[src/rtl/hack_alu_ctrl.sv]
// Multi-cycle control/register unit for the 8-bit Hack ALU: holds A, D and PC,
// fetches M when needed, drives ALU controls and resolves writeback and jumps.
module hack_alu_ctrl (
  input  logic        clk,
  input  logic        rst_n,
  input  logic        instr_valid,
  input  logic [15:0] instr,
  output logic        instr_ready,
  output logic [7:0]  alu_x,
  output logic [7:0]  alu_y,
  output logic        zx,
  output logic        nx,
  output logic        zy,
  output logic        ny,
  output logic        f,
  output logic        no,
  input  logic [7:0]  alu_out,
  input  logic        alu_zr,
  input  logic        alu_ng,
  output logic [7:0]  mem_addr,
  output logic        mem_rd,
  input  logic        mem_rvalid,
  input  logic [7:0]  mem_rdata,
  output logic        mem_wr,
  output logic [7:0]  mem_wdata,
  output logic [7:0]  pc,
  output logic [7:0]  a_reg,
  output logic [7:0]  d_reg
);

  typedef enum logic [1:0] {
    ST_FETCH = 2'b00,
    ST_MEMRD = 2'b01,
    ST_EXEC  = 2'b10
  } state_t;

  state_t      state_r, state_s;
  logic [7:0]  a_r, a_s;
  logic [7:0]  d_r, d_s;
  logic [7:0]  pc_r, pc_s;
  logic [15:0] ir_r, ir_s;
  logic [7:0]  m_r, m_s;
  logic        jump_s;
  logic        unused_ir_bits_s;

  // Opcode bits 15:13 are only meaningful at fetch time.
  assign unused_ir_bits_s = ^ir_r[15:13];

  assign jump_s = (ir_r[2] & alu_ng) |
                  (ir_r[1] & alu_zr) |
                  (ir_r[0] & ~alu_ng & ~alu_zr);

  // State register and architectural registers
  always_ff @(posedge clk or negedge rst_n) begin
    if (!rst_n) begin
      state_r <= ST_FETCH;
      a_r     <= 8'h00;
      d_r     <= 8'h00;
      pc_r    <= 8'h00;
      ir_r    <= 16'h0000;
      m_r     <= 8'h00;
    end else begin
      state_r <= state_s;
      a_r     <= a_s;
      d_r     <= d_s;
      pc_r    <= pc_s;
      ir_r    <= ir_s;
      m_r     <= m_s;
    end
  end

  // Next-state and register update logic
  always_comb begin
    state_s = state_r;
    a_s     = a_r;
    d_s     = d_r;
    pc_s    = pc_r;
    ir_s    = ir_r;
    m_s     = m_r;
    case (state_r)
      ST_FETCH: begin
        if (instr_valid) begin
          if (!instr[15]) begin
            a_s     = instr[7:0];
            pc_s    = pc_r + 8'd1;
            state_s = ST_FETCH;
          end else begin
            ir_s    = instr;
            state_s = instr[12] ? ST_MEMRD : ST_EXEC;
          end
        end else begin
          state_s = ST_FETCH;
        end
      end
      ST_MEMRD: begin
        if (mem_rvalid) begin
          m_s     = mem_rdata;
          state_s = ST_EXEC;
        end else begin
          state_s = ST_MEMRD;
        end
      end
      ST_EXEC: begin
        // Jump target and write address both use the pre-update A.
        if (ir_r[5]) begin
          a_s = alu_out;
        end else begin
          a_s = a_r;
        end
        if (ir_r[4]) begin
          d_s = alu_out;
        end else begin
          d_s = d_r;
        end
        if (jump_s) begin
          pc_s = a_r;
        end else begin
          pc_s = pc_r + 8'd1;
        end
        state_s = ST_FETCH;
      end
      default: begin
        state_s = ST_FETCH;
      end
    endcase
  end

  // Outputs decode directly from registered state
  assign instr_ready = (state_r == ST_FETCH);
  assign mem_rd      = (state_r == ST_MEMRD);
  assign mem_wr      = (state_r == ST_EXEC) & ir_r[3];
  assign {zx, nx, zy, ny, f, no} = (state_r == ST_EXEC) ? ir_r[11:6] : 6'b000000;

  assign alu_x     = d_r;
  assign alu_y     = ir_r[12] ? m_r : a_r;
  assign mem_addr  = a_r;
  assign mem_wdata = alu_out;
  assign pc        = pc_r;
  assign a_reg     = a_r;
  assign d_reg     = d_r;

endmodule

[config.mk]
export PLATFORM = sky130hd
export DESIGN_NAME = hack_alu_ctrl
export DESIGN_NICKNAME = d
export VERILOG_FILES = /design/src/rtl/hack_alu_ctrl.sv
export SDC_FILE = /design/constraint.sdc
export NUM_CORES = 1
export LEC_CHECK = 0
export ABC_AREA = 1
export CELL_PAD_IN_SITES_DETAIL_PLACEMENT = 0
export CELL_PAD_IN_SITES_GLOBAL_PLACEMENT = 1
export CORE_ASPECT_RATIO = 0.7
export CORE_UTILIZATION = 30
export DETAILED_ROUTE_END_ITERATION = 8
export GPL_ROUTABILITY_DRIVEN = 0
export GPL_TIMING_DRIVEN = 0
export PLACE_DENSITY = 0.82
export SLEW_MARGIN = 30
export SYNTH_ARGS = -nofsm -noshare
export SYNTH_HDL_FRONTEND = slang
export SYNTH_SLANG_ARGS = --single-unit
[constraint.sdc]
create_clock -name clk -period 1.77 [get_ports clk]
set_clock_uncertainty 0.15 [all_clocks]
set_input_delay 0.354 -clock clk [delete_from_list [all_inputs] [get_ports clk]]
set_output_delay 0.354 -clock clk [all_outputs]
set_load 0.03 [all_outputs]
### Word-level counts from Yosys, hierarchy flattened

Index checks and enable logic that the tools add are counted.

* $add $sub $neg: 1
* multiply operators: 0
* div/mod/pow operators: 0
* $lt $le $gt $ge: 0
* equality and inequality tests: 5
* shift-type cells: 0
* multiplexer cells: 15
* bitwise gates (word level): 9
* reductions and logical operators: 7

Operators by type and width (number)
* 8-bit 2-to-1 mux: 7
* 8-bit one-hot mux with 2 select lines: 2
* 8-bit by 1-bit adder with 8-bit output, second input constant: 1
* 2-bit 2-to-1 mux: 4
* 6-bit 2-to-1 mux: 1
* 2-bit inequality test, second input constant: 3
* 3-bit AND reduction: 2
* 1-bit bitwise AND: 5
* 2-bit one-hot mux with 2 select lines: 1
* 2-bit AND reduction: 2
* 4-bit AND reduction: 1
* 2-bit by 1-bit == test with 1-bit output, second input constant: 1
* 2-bit == test, second input constant: 1
* 2-bit zero test: 1
* 1-bit inverter: 2
* 1-bit OR: 2
* 2-bit nonzero test: 1

* bits in registers: 47
* latch bits: 0
* bits in writable memories: 0
* bits in read-only memories: 0
* output and inout port bits: 65
* logic and storage cells: 43
* memories kept: 0

### Logic depth before layout (Yosys ltp)

* depth in word-level cells: 6
* mapped depth: 10
* mapped depth without buffers: 10

### Least setup slack after synthesis

No wires, ideal clock.

* path type: flip-flop to output port
* start point: reg a_r[4], in the netlist a_reg[4]
* end point: out alu_y[4]
* arrival: 1334 ps
* data required time: 1266 ps
* setup slack: -68 ps
* stages on the path, launching flop included: 3
* cell sequence: dfrtp_1 > inv_1 > o21ai_0

* cells in the longest elaborated chain, start to end: 1

Ends and longest elaborated chain
* from (decl): line 38 `logic [7:0] a_r, a_s;`
* from (signal assigned): line 64 `a_r <= a_s;`
* 8-bit 2-to-1 mux: line 135 `assign alu_y = ir_r[12] ? m_r : a_r;`
* to (decl): line 10 `output logic [7:0] alu_y,`

Every way passes these cells.

### Worst setup path in the final report

* start point: reg state_r[1]
* end point: out no

* cells in the longest elaborated chain, start to end: 2

Ends and longest elaborated chain
* from (decl): line 37 `state_t state_r, state_s;`
* from (signal assigned): line 63 `state_r <= state_s;`
* 2-bit == test: line 132 `assign {zx, nx, zy, ny, f, no} = (state_r == ST_EXEC) ? ir_r[11:6] : 6'b000000;`
* 6-bit 2-to-1 mux: line 132
* to (decl): line 16 `output logic no,`

Every way passes these cells.

==> flow_summary_export.csv <==
group,metric,value,unit
status,status,"finished, violations left",
status,violations,"DRC",
global_route,grtUsageMet3,3.78,%
detailed_routing,dr.pass1.iters,7,
hold_path,min_path_type,"reg -> reg",
timing,fin_crit,1760,ps
global_route,grt_max_degree,48,
global_route,overflow,0,
synth,synth_area_leader_cell,"dfrtp_1",
finish,postLayoutCoreUtil,47.9,%
timing,maxClockFrequency,567,MHz
timing,worst_slack,6.45,ps
detailed_routing,drtAntennaViolNets,0,
synth,synthXorXnorAreaFrac,0.348,%
detailed_routing,vias_per_cell,4.45,
synth,synth-seq-cells,47,
die,die_w,111,µm
worst_setup_path,start_kind,"flip-flop",
worst_setup_path,crit_arrival,1260,ps
worst_setup_path,worstReg2RegEnd,"a_reg[6]$_DFFE_PN0P_",
detailed_routing,dr.first_iter.drc_count,70,
synth,synth_cells,316,
clock_network,root_buffer,"clkbuf_16",
finish,stdcell_area,3830,µm²
worst_setup_path,rr_startpoint,"state_r[1]$_DFF_PN0_",
finish,registers.top_by_ff_count,"ir_r",
placed_design,dpl.cell_count,517,
finish,drive_gt1_share,23.7,%
synth,yosys.cell_types.count,22,
synth,synth_top_family_by_area,"simple AND/OR/NAND/NOR gates",
synth,synth_simple_gate_area_share,22.8,%
finish,nets,468,
timing,worst_pin_slew,590,ps
worst_setup_path,endpoint_kind,"output pin",
die,rows,27,
die,dieArea,8760,µm²
finish,multi_input_area,988,µm²
synth,synthMuxAreaShare,3.58,%
placed_design,placed_cell_area,3640,µm²
timing,final.period_utilization,99.6,%
detailed_routing,wl,6.94,mm
timing,fin_setup_tns,0,ps
worst_setup_path,cp.required,1270,ps
clock_network,cts_buffers,5,
timing,fin_hold_ws,335,ps
worst_setup_path,critPathMaxFanout,10,
worst_setup_path,cp_slowest_cell,"dfrtp_1",
synth,yosys_warnings,0,
detailed_routing,wire_per_inst,13.1,µm
power,vdd_drop_max,0.427,mV
timing,rsz0062_at_grt,"yes",
finish,syn2layout_area_growth,52.5,%
placed_design,io_buffer_count,100,
worst_setup_path,cpPeakStageDelay,390,ps
finish,n_antenna_cell,0,
worst_setup_path,reg2reg_setup_slack,160,ps
synth,synth_fa_ha_area_share,0.498,%
die,fp.dieH,78.6,µm
flow_run,drv_cap,0,
clock_network,h-tree-depth,2,
clock_network,cts.reportedPaths.clkPinSlew,60,ps
power,p_total,5.59,mW
clock_network,clkLatencyLatePin,280,ps
global_route,grt_pass1_wl,11.5,mm
hold_path,worstHoldStart,"ir_r[2]$_DFFE_PN0P_",
finish,largest_reg_flops,13,
timing,maxSlewViolCount,0,
hold_path,min_to,"ir_r[2]$_DFFE_PN0P_",
global_route,met2_usage,27.4,%
detailed_routing,vias,2361,
clock_network,clk_path_buf_depth,2,
synth,synth.avg_cell_area,7.96,µm²
synth,synth_compound_area_share,9.60,%
synth,synth_top_cell_area_share,46.8,%
finish,finalNonFillerCells,531,
die,start_util,31.4,%
worst_setup_path,path_class,"reg -> out",
global_route,top_usage_layer,"met2",
detailed_routing,drc,8,
power,power.leakage,1.99,nW
global_route,grt_use_met1,22.6,%
hold_path,hold_path_depth,2,
timing,setup_violations,0,
clock_network,cts_tree,"done",
synth,synth_seq_area_share,46.8,%
global_route,antenna_found_initial,0,
power,power.density,1460,nW/µm²
timing,hold_viol,0,
timing,relSlewSlack,60.7,%
global_route,first_global_vias,2336,
placed_design,post-place-ws,-508,ps
finish,num-fill-cells,813,
placed_design,dp_hpwl,5.39,mm
die,fp.coreArea,8010,µm²
synth,syn-cell-area,2510,µm²
clock_network,cts.sinks,47,
synth,synth_area_leaders,"dfrtp_1 (47%), nand2_1 (14%), buf_4 (7.2%)",
synth,synth_nets,355,
finish,seq_area,1180,µm²
worst_setup_path,cp_cell_sequence,"inv_2 -> nor2_4 -> buf_6 -> inv_12 -> nor2_4 -> buf_6",
die,io_pins,103,
global_route,grt_use_total,16.9,%
worst_setup_path,r2r_cells,9,
## cell usage in the layout (no fill, tap or decap), types with 2 or more instances in the layout
master            n
nand3_1          19
nor2_4           10
buf_6            10
clkdlybuf4s50_1  34
dfrtp_1          46
dlygate4sd2_1    40
nand2_1          95
buf_2             8
buf_4            35
nor2_1            2
o21ai_1          17
clkinv_2          2
o21ai_2           3
nand4_1           2
inv_1            42
clkbuf_16         5
nand2_2           6
mux2_2            8
o21ai_0          26
clkdlybuf4s15_2   8
## cells by family (layout without fill, tap and decap cells)
kind of cell               after synthesis  count (layout)
xor gates and xnor gates                 1               1
DFF                                     47              47
adders and majority gates                1               1
buffers and inverters                   77             191
and+or+nand+nor                        136             136
AOI/OAI and AO/OA                       46              46
muxes                                    8               8
## what timing repair did
action,CTS,global route
setup buffers,5,1
resized for setup,187,7
hold buffers,1,0
hold endpoints to repair,47,0
endpoints found under the setup margin,65,18
pin swaps,1,1
## how the worst max path moves through the flow
stage | start | to | depth (start not counted)
finish | state_r[1]$_DFF_PN0_ | no | 6
global route | state_r[1]$_DFF_PN0_ | f | 6
CTS | state_r[1]$_DFF_PN0_ | ny | 6
detailed placement | ir_r[12]$_DFFE_PN0P_ | alu_y[5] | 4
global placement | rst_n | ir_r[10]$_DFFE_PN0P_ | 1
floorplan | state_r[1]$_DFF_PN0_ | f | 6
## worst max-delay path, delay by kind of cell (launching register included)
kind                   cells  cell delay [ps]
buffers and inverters      4              400
DFF                        1              390
and+or+nand+nor            2              180
## metal layers
layer  vias up  wire length (µm)  part of all wire [%]
met5         -                 0                     0
met4         0                29                  0.42
met3         2               372                   5.4
met2        67              3140                    45
met1      1105              3400                    49
li1       1187                 -                     -
## cell usage after synthesis (all sizes together)
master	number
buf	30
clkbuf	2
clkinv	1
dfrtp	47
ha	1
inv	44
mux2	8
nand2	101
nand3	19
nand3b	1
nand4	2
nor2	13
o21ai	46
xor2	1
## cell type report
type                            count  area share, %
Clock buffer                        6           3.36
Tap cell                          101           3.30
Inverter                           45           4.76
Multi-Input combinational cell    192           25.8
Timing Repair Buffer              107           25.6
Buffer                             31           6.17
Sequential cell                    47           30.7
Clock inverter                      2          0.326
## power breakdown
group | switching (mW) | leakage (nW) | internal, mW
logic | 1.82 | 1.35 | 1.09
clock network | 0.392 | 0.0669 | 0.521
registers | 0.315 | 0.579 | 1.45
(Power assumes the default switching activity.)
